===== src/rtl/mac_sched_pkg.sv =====
// Shared types and sizing helpers for the MAC-array scheduler.
// Functions derive the sizes from a module's parameters; the localparams give the default 2x2x2 build.
package mac_sched_pkg;

  typedef enum logic [5:0] {
    S_IDLE  = 6'b000001,
    S_LOAD  = 6'b000010,
    S_FEED  = 6'b000100,
    S_WAIT  = 6'b001000,
    S_DRAIN = 6'b010000,
    S_CLEAR = 6'b100000
  } state_e;

  // Number of operand words in one job: A then B.
  function automatic int calc_l(input int h, input int w, input int d);
    return (h + w) * d;
  endfunction

  // Number of skewed feed steps until the last lane has delivered its last operand.
  function automatic int calc_t(input int h, input int w, input int d);
    return d + ((h > w) ? h : w) - 1;
  endfunction

  function automatic int calc_macs(input int h, input int w);
    return h * w;
  endfunction

  // Width of a counter that ranges over 0..n-1.
  function automatic int cnt_w(input int n);
    return (n <= 2) ? 1 : $clog2(n);
  endfunction

  localparam int L      = calc_l(2, 2, 2);
  localparam int T      = calc_t(2, 2, 2);
  localparam int MACS   = calc_macs(2, 2);
  localparam int L_W    = cnt_w(L);
  localparam int T_W    = cnt_w(T);
  localparam int MACS_W = cnt_w(MACS);

endpackage


===== src/rtl/mac_sched_buffer.sv =====
// Operand register file for one job: a single write port and combinational skewed row/column reads.
// Inactive lanes read as zero, and the lane-active masks follow the systolic diagonal for step step_i.
module mac_sched_buffer
  import mac_sched_pkg::*;
#(
  parameter int width_p        = 32,
  parameter int array_width_p  = 2,
  parameter int array_height_p = 2,
  parameter int depth_p        = 2
) (
  input  logic                                clk_i,
  input  logic                                reset_i,
  input  logic                                we_i,
  input  logic [cnt_w(calc_l(array_height_p, array_width_p, depth_p))-1:0] waddr_i,
  input  logic [width_p-1:0]                  wdata_i,
  input  logic [cnt_w(calc_t(array_height_p, array_width_p, depth_p))-1:0] step_i,
  output logic [width_p*array_height_p-1:0]   row_data_o,
  output logic [array_height_p-1:0]           row_act_o,
  output logic [width_p*array_width_p-1:0]    col_data_o,
  output logic [array_width_p-1:0]            col_act_o
);

  localparam int LN = calc_l(array_height_p, array_width_p, depth_p);
  localparam int AW = cnt_w(LN);
  localparam int B_BASE = array_height_p * depth_p;

  logic [width_p-1:0] mem_q [LN];

  // NOTE: the operand store is reset like any other state so a job started right after reset reads defined zeros.
  always_ff @(posedge clk_i or posedge reset_i) begin
    if (reset_i) begin
      for (int i = 0; i < LN; i++) mem_q[i] <= '0;
    end else if (we_i) begin
      mem_q[waddr_i] <= wdata_i;
    end
  end

  // Row r carries A[r][step-r]; column c carries B[step-c][c], stored column-major after A.
  always_comb begin
    int            k;
    logic [AW-1:0] idx;
    // NOTE: every output gets a default before the loops so no path leaves it unassigned (no latch).
    k          = 0;
    idx        = '0;
    row_data_o = '0;
    row_act_o  = '0;
    col_data_o = '0;
    col_act_o  = '0;
    for (int r = 0; r < array_height_p; r++) begin
      k = int'(step_i) - r;
      if (k >= 0 && k < depth_p) begin
        idx                             = AW'(r * depth_p + k);
        row_act_o[r]                    = 1'b1;
        row_data_o[r*width_p +: width_p] = mem_q[idx];
      end
    end
    for (int c = 0; c < array_width_p; c++) begin
      k = int'(step_i) - c;
      if (k >= 0 && k < depth_p) begin
        idx                             = AW'(B_BASE + c * depth_p + k);
        col_act_o[c]                    = 1'b1;
        col_data_o[c*width_p +: width_p] = mem_q[idx];
      end
    end
  end

endmodule


===== src/rtl/mac_array_scheduler.sv =====
// Load / skewed-feed / settle / drain sequencer in front of a mac_array instance.
// Define MAC_SCHED_PERF_EN to build the per-job cycle counter on perf_cycles_o; otherwise it is tied to zero.
module mac_array_scheduler
  import mac_sched_pkg::*;
#(
  parameter int width_p        = 32,
  parameter int array_width_p  = 2,
  parameter int array_height_p = 2,
  parameter int depth_p        = 2,
  parameter int settle_p       = 4
) (
  input  logic                                              clk_i,
  input  logic                                              reset_i,
  input  logic                                              en_i,
  input  logic                                              flush_i,
  input  logic                                              valid_i,
  output logic                                              ready_o,
  input  logic [width_p-1:0]                                data_i,
  output logic [width_p*array_height_p-1:0]                 row_o,
  output logic [array_height_p-1:0]                         row_valid_o,
  input  logic [array_height_p-1:0]                         row_ready_i,
  output logic [width_p*array_width_p-1:0]                  col_o,
  output logic [array_width_p-1:0]                          col_valid_o,
  input  logic [array_width_p-1:0]                          col_ready_i,
  input  logic [width_p*array_height_p*array_width_p-1:0]   z_i,
  output logic                                              valid_o,
  input  logic                                              yumi_i,
  output logic [width_p-1:0]                                data_o,
  output logic                                              array_reset_o,
  output logic                                              busy_o,
  output logic [31:0]                                       perf_cycles_o
);

  localparam int LN = calc_l(array_height_p, array_width_p, depth_p);
  localparam int TN = calc_t(array_height_p, array_width_p, depth_p);
  localparam int MN = calc_macs(array_height_p, array_width_p);
  localparam int LW = cnt_w(LN);
  localparam int TW = cnt_w(TN);
  localparam int WW = cnt_w(settle_p);
  localparam int MW = cnt_w(MN);

  localparam logic [LW-1:0] LOAD_LAST  = LW'(LN - 1);
  localparam logic [TW-1:0] STEP_LAST  = TW'(TN - 1);
  localparam logic [WW-1:0] WAIT_LAST  = WW'(settle_p - 1);
  localparam logic [MW-1:0] DRAIN_LAST = MW'(MN - 1);

  state_e state_q, state_d;

  logic [LW-1:0] load_q;
  logic [TW-1:0] step_q;
  logic [WW-1:0] wait_q;
  logic [MW-1:0] drain_q;

  logic [width_p*array_height_p-1:0] row_data;
  logic [array_height_p-1:0]         row_act;
  logic [width_p*array_width_p-1:0]  col_data;
  logic [array_width_p-1:0]          col_act;

  logic flush_take, accept, feeding, feed_adv, drain_take;

  // flush wins over any same-cycle word or result handshake.
  assign flush_take = en_i & flush_i & (state_q != S_CLEAR);
  assign accept     = en_i & ~flush_i & valid_i & ((state_q == S_IDLE) | (state_q == S_LOAD));
  assign feeding    = en_i & (state_q == S_FEED);
  assign feed_adv   = feeding & ~flush_i & ~|(row_act & ~row_ready_i) & ~|(col_act & ~col_ready_i);
  assign drain_take = en_i & ~flush_i & yumi_i & (state_q == S_DRAIN);

  mac_sched_buffer #(
    .width_p        (width_p),
    .array_width_p  (array_width_p),
    .array_height_p (array_height_p),
    .depth_p        (depth_p)
  ) u_buffer (
    .clk_i      (clk_i),
    .reset_i    (reset_i),
    .we_i       (accept),
    .waddr_i    (load_q),
    .wdata_i    (data_i),
    .step_i     (step_q),
    .row_data_o (row_data),
    .row_act_o  (row_act),
    .col_data_o (col_data),
    .col_act_o  (col_act)
  );

  // NOTE: sequential state uses non-blocking assignment so every register samples pre-edge values.
  always_ff @(posedge clk_i or posedge reset_i) begin
    if (reset_i) state_q <= S_IDLE;
    else         state_q <= state_d;
  end

  always_comb begin
    state_d = state_q;
    if (en_i) begin
      if (flush_i && state_q != S_CLEAR) begin
        state_d = S_CLEAR;
      end else begin
        case (state_q)
          S_IDLE:  if (valid_i) state_d = S_LOAD;
          S_LOAD:  if (valid_i && load_q == LOAD_LAST) state_d = S_FEED;
          S_FEED:  if (feed_adv && step_q == STEP_LAST) state_d = S_WAIT;
          S_WAIT:  if (wait_q == WAIT_LAST) state_d = S_DRAIN;
          S_DRAIN: if (yumi_i && drain_q == DRAIN_LAST) state_d = S_CLEAR;
          S_CLEAR: state_d = S_IDLE;
          default: state_d = S_IDLE;
        endcase
      end
    end
  end

  always_comb begin
    ready_o       = en_i & ((state_q == S_IDLE) | (state_q == S_LOAD));
    row_valid_o   = feeding ? row_act  : '0;
    row_o         = feeding ? row_data : '0;
    col_valid_o   = feeding ? col_act  : '0;
    col_o         = feeding ? col_data : '0;
    valid_o       = en_i & (state_q == S_DRAIN);
    data_o        = (state_q == S_DRAIN) ? z_i[int'(drain_q)*width_p +: width_p] : '0;
    array_reset_o = en_i & (state_q == S_CLEAR);
    busy_o        = (state_q == S_FEED) | (state_q == S_WAIT) | (state_q == S_DRAIN);
  end

  // Each counter wraps to zero on the event that leaves its state, so every state starts from zero.
  always_ff @(posedge clk_i or posedge reset_i) begin
    if (reset_i) begin
      load_q  <= '0;
      step_q  <= '0;
      wait_q  <= '0;
      drain_q <= '0;
    end else if (flush_take) begin
      load_q  <= '0;
      step_q  <= '0;
      wait_q  <= '0;
      drain_q <= '0;
    end else begin
      if (accept)     load_q  <= (load_q  == LOAD_LAST)  ? '0 : load_q  + 1'b1;
      if (feed_adv)   step_q  <= (step_q  == STEP_LAST)  ? '0 : step_q  + 1'b1;
      if (en_i && state_q == S_WAIT)
                      wait_q  <= (wait_q  == WAIT_LAST)  ? '0 : wait_q  + 1'b1;
      if (drain_take) drain_q <= (drain_q == DRAIN_LAST) ? '0 : drain_q + 1'b1;
    end
  end

`ifdef MAC_SCHED_PERF_EN
  logic [31:0] perf_q;

  always_ff @(posedge clk_i or posedge reset_i) begin
    if (reset_i) begin
      perf_q <= '0;
    end else if (en_i) begin
      if (accept && state_q == S_IDLE) perf_q <= '0;
      else if (state_q inside {S_LOAD, S_FEED, S_WAIT, S_DRAIN}) perf_q <= perf_q + 32'd1;
    end
  end

  assign perf_cycles_o = perf_q;
`else
  assign perf_cycles_o = '0;
`endif

endmodule


===== config.mk =====
export PLATFORM = sky130hd
export DESIGN_NAME = mac_array_scheduler
export DESIGN_NICKNAME = d
export VERILOG_FILES = /design/src/rtl/mac_sched_pkg.sv /design/src/rtl/mac_sched_buffer.sv /design/src/rtl/mac_array_scheduler.sv
export SDC_FILE = /design/constraint.sdc
export NUM_CORES = 1
export LEC_CHECK = 0
export CAP_MARGIN = 20
export CORE_MARGIN = 3
export CORE_UTILIZATION = 51
export DETAILED_ROUTE_END_ITERATION = 8
export PLACE_DENSITY = 0.81
export SLEW_MARGIN = 25
export SYNTH_ARGS = -nofsm -noshare
export SYNTH_HDL_FRONTEND = slang
export SYNTH_HIERARCHICAL = 1
export SYNTH_SLANG_ARGS = --single-unit

===== constraint.sdc =====
create_clock -name clk_i -period 10.9 [get_ports clk_i]
set_input_delay 2.18 -clock clk_i [delete_from_list [all_inputs] [get_ports clk_i]]
set_output_delay 2.18 -clock clk_i [all_outputs]
set_load 0.02 [all_outputs]

# ---- Word level (Yosys, flattened, before mapping)
# Cells that the tools add are included.
dict set report totals {
  output_inout_bits 200
  reg_bits 271
  wordCells 136
}
dict set report classes {
  bitwise 27
  magnitude_cmp 10
  n_eq_ne 16
  n_mux 44
  shifts 1
  reduce_logical 17
  add_sub_neg 8
}
# operator n
set ops {}
lappend ops {{2-to-1 mux 32 bit} 14}
lappend ops {{binary-select mux 32 bit (select 3 bit)} 4}
lappend ops {{bitwise mux 256 bit} 1}
lappend ops {{2-to-1 mux 64 bit} 2}
lappend ops {{variable part select 128 x 8 -> 32 bit} 1}
lappend ops {{demux 32 bit (select 3 bit)} 1}
lappend ops {{2-to-1 mux 6 bit} 6}
lappend ops {{case mux 6 bit (5 select lines)} 1}
lappend ops {{>= comparator 4 bit, second input constant} 5}
lappend ops {{2-to-1 mux 2 bit} 10}
lappend ops {{NOT 3 -> 4 bit} 4}
lappend ops {{AND 1 bit} 14}
lappend ops {{2-to-1 mux 3 bit} 3}
lappend ops {{!= test 3 bit, second input constant} 3}
lappend ops {{logical AND 1 bit} 8}
lappend ops {{nonzero test 2 bit} 4}
lappend ops {{adder 2 x 1 -> 2 bit, second input constant} 3}
lappend ops {{== test 2 bit, second input constant} 3}
lappend ops {{== test 6 x 1 -> 1 bit, second input constant} 1}
lappend ops {{== test 6 x 2 -> 1 bit, second input constant} 1}
lappend ops {{== test 6 x 3 -> 1 bit, second input constant} 1}
lappend ops {{== test 6 x 4 -> 1 bit, second input constant} 1}
lappend ops {{== test 6 x 5 -> 1 bit, second input constant} 1}
lappend ops {{== test 6 bit, second input constant} 1}
lappend ops {{22 further kinds} 30}

# ---- Longest topological paths before layout
dict set report logic_depth {
  word_depth 13
  depth_mapped 10
  depth_no_buf 7
}

# ---- Modules after synthesis
# Netlist, hierarchy kept.
# mod area_per_inst_um2 instances seq_area_each_um2 cells_per_inst
set modules_own_cells {}
lappend modules_own_cells {mac_sched_buffer 12797.3 1 6406.1 915}
lappend modules_own_cells {mac_array_scheduler 3225.6 1 376.6 387}

# ---- Worst setup path before layout
# No wires, ideal clock.
dict set report synth_path {
  kind {input-to-output}
  start {in en_i}
  end {out col_o[0]}
  t_arrival_ns 3.080
  stages 4
  slack_ns 5.640
  cell_sequence {buf_2 > clkbuf_1 > clkbuf_1 > and3_1}
}
dict set report synth_via {
  elab_chain_len 2
}
# item line
set synth_lines {}
lappend synth_lines {{start, declared} mac_array_scheduler.sv:14} ;# input logic en_i,
lappend synth_lines {{AND 1 bit} mac_array_scheduler.sv:64} ;# assign feeding = en_i & (state_q == S_FEED);
lappend synth_lines {{2-to-1 mux 64 bit} mac_array_scheduler.sv:116} ;# col_o = feeding ? col_data : '0;
lappend synth_lines {{end, declared} mac_array_scheduler.sv:22} ;# output logic [width_p*array_width_p-1:0] col_o,
# Every way passes these cells.

# ---- Final worst setup path
dict set report layout_path {
  start {reg step_q[0]}
  end {out col_o[49]}
}
dict set report layout_via {
  elab_chain_len 8
}
# item line
set layout_lines {}
lappend layout_lines {{start, declared} mac_array_scheduler.sv:50} ;# logic [TW-1:0] step_q;
lappend layout_lines {{start signal, assigned} mac_array_scheduler.sv:137} ;# if (feed_adv) step_q <= (step_q == STEP_LAST) ? '0 : step_q + 1'b1;
lappend layout_lines {{subtractor 2 x 1 -> 3 bit (*)} mac_sched_buffer.sv:58} ;# k = int'(step_i) - c;
lappend layout_lines {{adder 2 x 3 -> 3 bit} mac_sched_buffer.sv:60} ;# idx = AW'(B_BASE + c * depth_p + k);
lappend layout_lines {{NOT 3 -> 4 bit (implied by the code)} mac_sched_buffer.sv:62} ;# col_data_o[c*width_p +: width_p] = mem_q[idx];
lappend layout_lines {{binary-select mux 32 bit (select 3 bit)} mac_sched_buffer.sv:62}
lappend layout_lines {{2-to-1 mux 32 bit (implied by the code) (2 in series)} mac_sched_buffer.sv:62}
lappend layout_lines {{2-to-1 mux 32 bit (*)} mac_sched_buffer.sv:59} ;# if (k >= 0 && k < depth_p) begin
lappend layout_lines {{net col_data[49]} mac_array_scheduler.sv:56} ;# logic [width_p*array_width_p-1:0] col_data;
lappend layout_lines {{2-to-1 mux 64 bit (*)} mac_array_scheduler.sv:116}
# Mark *: on every way through the listed nets, which the timed path passes. The rest lies on a longest branch. The select of a mux whose other input is x is not followed.

==> reports/qor.log <==
INFO  run_status     status=completed
INFO  detailed_routing drtAntennaViolNets=0
INFO  setup_path     r2r-start=step_q[1]
INFO  flow_run       drv_cap=0
INFO  floorplanning  io_pins=370
INFO  clock_tree     cts_sinks=271
INFO  sta            max_slew.worst_pin.slew=1.03ns
INFO  sta            setup_total_negative_slack=0ns
INFO  cells_and_area final_nets=1,750
INFO  cells_and_area final_layout_size_suffix_gt1_share=26.4%
INFO  sta            final.setup.worst_slack=4.02ns
INFO  yosys          yosysSeqAreaShare=42.3%
INFO  sta            finalCriticalPeriod=6.88ns
INFO  power          total_power=2.68mW
INFO  detailed_routing drt_first_pass_iters=7
INFO  detailed_routing vias_per_cell=5.93
INFO  power          share_clk_of_total_power=39.5%
INFO  place          detailedPlacementHpwl=31.9mm
INFO  yosys          netlist_instances=1,302
INFO  sta            period_share=63.1%
INFO  sta            finalHoldViolCount=0
INFO  power          switching_share=25.4%
INFO  grt            first_global_vias=12.2k
INFO  clock_tree     cts.repair.resized=0
INFO  cells_and_area multi_input_area=8440µm²
INFO  sta            unrepaired_setup_endpoints_after_global_routing=no
INFO  floorplanning  design.die.area=33,600µm²
INFO  detailed_routing route.final.wire_length=46.7mm
INFO  clock_tree     clock_latency=0.53ns
INFO  yosys          postSynth.asyncResetShare=100%
INFO  sta            skew=0.00914ns
INFO  clock_tree     cts.hold.buffers_added=0
INFO  setup_path     critPathLaunchType=flip-flop
INFO  place          pre_cts_ws=4.53ns
INFO  cells_and_area layout.core_utilization=66.3%
INFO  sta            maxSlewViolCount=0
INFO  power          switching_power=0.679mW
INFO  clock_tree     post_cts.repair.setup_buffers=0
INFO  sta            fmax=145MHz
INFO  clock_tree     cts.reportedPaths.clkPinSlew=0.06ns
INFO  power          power_per_cell_area=131nW/µm²
INFO  clock_tree     clock_tree.buffer_depth=3
INFO  cells_and_area num-fill-cells=2,287
INFO  setup_path     crit_path_max_fanout=55
INFO  grt            grt_max_degree=137
INFO  grt            global_route_wire_length_before_repair=71.7mm
INFO  clock_tree     tritoncts=done
INFO  floorplanning  core_area=30,700µm²
INFO  grt            globalRouteTotalUtil=27.2%
INFO  floorplanning  core.rowCount=64
INFO  worst_hold_path timing.hold.worst.start=u_buffer/mem_q[123]
INFO  yosys          ys_ff_latch=271
INFO  grt            antenna_found_initial=5
INFO  power          vdd_ir_drop_max=0.115mV
INFO  worst_hold_path worstHoldEndpoint=u_buffer/mem_q[123]
INFO  power          power_frac_comb=15.6%
INFO  clock_tree     clock_tree.root_cell=sky130_fd_sc_hd__clkbuf_16
INFO  detailed_routing dr.first_iter.drc_count=861
INFO  place          io_buffers=337
INFO  floorplanning  fp.dieH=183µm
INFO  setup_path     worst-r2r-cell-count=7
INFO  place          dpl_cell_area=19,300µm²
INFO  yosys          synth_edf_count=0
INFO  sta            setup_viol_count_final=0
INFO  sta            relSlewSlack=31.4%
INFO  power          internal_power_contribution=2.00mW
INFO  setup_path     critical_path_class=reg -> out
INFO  cells_and_area synthToLayoutAreaGrowth=27.2%
INFO  cells_and_area ff_latch_area=6790µm²
INFO  setup_path     worst_setup_path_end_kind=primary output
INFO  setup_path     critical_path.reg2reg.endpoint=state_q[5]
INFO  power          power.static_leakage=9.25nW
INFO  grt            grt_ovf=0
INFO  detailed_routing dr_total_vias=11.8k
INFO  setup_path     crit_arrival=4.70ns
INFO  place          routabilityCongestion=0.897
INFO  yosys          synth_area_per_cell=12.3µm²
INFO  power          share_seq_of_total_power=44.9%
INFO  yosys          ys_warn_count=6
INFO  setup_path     cp_data_required_time=8.72ns
INFO  worst_hold_path hold_path_depth=1
INFO  floorplanning  start_util=52.1%
INFO  cells_and_area finalInstanceArea=20,400µm²
INFO  yosys          syn_area=16,000µm²
INFO  clock_tree     htreeDepth=1
INFO  yosys          yosys_most_used_dff=sky130_fd_sc_hd__dfrtp_1
INFO  floorplanning  die_width=183µm
INFO  yosys          netlist-cell-type-count=58
INFO  worst_hold_path timing.hold.worst.class=reg -> reg
INFO  setup_path     rrSetupSlack=6.89ns
INFO  clock_tree     cts-buffers-inserted=29
INFO  detailed_routing average_routed_wire_per_standard_cell=23.4µm
INFO  detailed_routing remaining_design_rule_violation_count=0
-- layer usage --
| layer | wire, µm | GRT usage, % | part of all wire, % | vias up |
|---|---|---|---|---|
| met3 | 2450 | 3.65 | 5.2 | 77 |
| li1 | - | - | - | 5271 |
| met2 | 23100 | 46.9 | 50 | 400 |
| met5 | 0 | 0 | 0 | - |
| met1 | 19600 | 35.7 | 42 | 6096 |
| met4 | 1510 | 9.35 | 3.2 | 0 |
-- flip-flops by register name (all words and copies together), names as in the netlist --
signal	count
state_q	6
u_buffer/mem_q	256
load_q	3
step_q	2
drain_q	2
wait_q	2
-- per-stage QoR --
step           hold slack (ns)  instances
3_3_place_gp             0.467       1938
2_1_floorplan            0.457       1333
6_report                 0.489       1997
4_1_cts                  0.491       1991
3_5_place_dp             0.476       1938
5_1_grt                  0.497       1997
-- layout by cell type (no fill, tap or decap), types with 4 or more instances in the layout --
master	count
sky130_fd_sc_hd__clkdlybuf4s50_1	336
sky130_fd_sc_hd__inv_1	10
sky130_fd_sc_hd__nor3_1	6
sky130_fd_sc_hd__mux4_2	71
sky130_fd_sc_hd__mux2i_1	95
sky130_fd_sc_hd__o2111a_1	23
sky130_fd_sc_hd__and3_1	134
sky130_fd_sc_hd__o22a_1	23
sky130_fd_sc_hd__nor4_1	4
sky130_fd_sc_hd__ha_1	5
sky130_fd_sc_hd__conb_1	32
sky130_fd_sc_hd__mux2_1	5
sky130_fd_sc_hd__nor2_1	81
sky130_fd_sc_hd__mux2_2	251
sky130_fd_sc_hd__nor2b_1	5
sky130_fd_sc_hd__o21ai_0	4
sky130_fd_sc_hd__clkbuf_8	8
sky130_fd_sc_hd__nand3_1	5
sky130_fd_sc_hd__clkbuf_16	29
sky130_fd_sc_hd__diode_2	5
sky130_fd_sc_hd__nand2_1	33
sky130_fd_sc_hd__a22o_1	4
sky130_fd_sc_hd__clkinv_2	7
sky130_fd_sc_hd__bufinv_16	5
sky130_fd_sc_hd__buf_4	22
sky130_fd_sc_hd__dfrtp_1	267
sky130_fd_sc_hd__and2_1	71
-- power by group through the flow --
stage                     logic, mW  clock network, mW  registers [mW]
after global routing          0.461               1.12            1.21
after detailed placement      0.417                  0            1.22
after global placement        0.405                  0            1.21
after floorplan               0.296                  0            1.18
final                         0.418               1.06            1.20
after CTS                     0.421               1.08            1.20
-- cells by family after synthesis --
family,share of synthesized area (%)
simple gates,13.3
xor+xnor,0.109
flops,42.3
fa+ha+maj,0.469
mux,33.9
other cells,0.0234
buf+inv,5.84
compound gates,4.01
-- how the worst max path moves through the flow --
stage | start | endpoint | cells after the start | slack, ns
after global placement | step_q[0] | col_o[32] | 7 | 4.52
final | step_q[0] | col_o[49] | 7 | 4.02
after CTS | step_q[0] | col_o[49] | 7 | 3.92
after detailed placement | step_q[0] | col_o[32] | 7 | 4.53
after global routing | step_q[0] | col_o[34] | 7 | 3.72
after floorplan | reset_i | u_buffer/mem_q[0] | 1 | 1.68
-- synthesized netlist by cell type, types with 3 or more instances --
cell / instances / area (µm²)
sky130_fd_sc_hd__mux2_1: 5 / 56.3
sky130_fd_sc_hd__buf_1: 4 / 15.0
sky130_fd_sc_hd__o22a_1: 23 / 201
sky130_fd_sc_hd__buf_2: 40 / 200
sky130_fd_sc_hd__mux4_2: 71 / 1600
sky130_fd_sc_hd__a22o_1: 4 / 35.0
sky130_fd_sc_hd__dfrtp_1: 270 / 6760
sky130_fd_sc_hd__and3_1: 135 / 845
sky130_fd_sc_hd__nand4b_1: 3 / 26.3
sky130_fd_sc_hd__inv_1: 11 / 41.3
sky130_fd_sc_hd__buf_6: 14 / 158
sky130_fd_sc_hd__nor3_1: 6 / 30.0
sky130_fd_sc_hd__mux2i_1: 95 / 951
sky130_fd_sc_hd__nor4_1: 4 / 25.0
sky130_fd_sc_hd__o21ai_0: 4 / 20.0
sky130_fd_sc_hd__clkbuf_1: 43 / 161
sky130_fd_sc_hd__ha_1: 6 / 75.1
sky130_fd_sc_hd__mux2_2: 251 / 2830
sky130_fd_sc_hd__nor2_1: 81 / 304
sky130_fd_sc_hd__a21oi_1: 3 / 15.0
sky130_fd_sc_hd__and2_1: 71 / 444
sky130_fd_sc_hd__nand3_1: 5 / 25.0
sky130_fd_sc_hd__nor3b_4: 3 / 56.3
sky130_fd_sc_hd__buf_4: 48 / 360
sky130_fd_sc_hd__nor2b_1: 5 / 31.3
sky130_fd_sc_hd__o2111a_1: 23 / 259
sky130_fd_sc_hd__nand2_1: 34 / 128
-- layout make-up --
class                           instances  share of cell area, %
Multi-Input combinational cell        902                   41.4
Sequential cell                       271                   33.3
Timing Repair Buffer                  359                   17.4
Clock buffer                           40                   4.16
Tap cell                              396                   2.43
Clock inverter                         13                  0.952
Inverter                               11                  0.239
Antenna cell                            5                 0.0614
-- worst max-delay path: stages, from the launching register on --
cell                              delay, ns
sky130_fd_sc_hd__dfrtp_4               0.66
sky130_fd_sc_hd__buf_4                 0.67
sky130_fd_sc_hd__buf_4                 0.88
sky130_fd_sc_hd__nand2b_1              0.54
sky130_fd_sc_hd__buf_4                 0.38
sky130_fd_sc_hd__o2111a_1              0.27
sky130_fd_sc_hd__and3_1                0.18
sky130_fd_sc_hd__clkdlybuf4s50_1       0.54
Power figures use the tool's default switching activity.
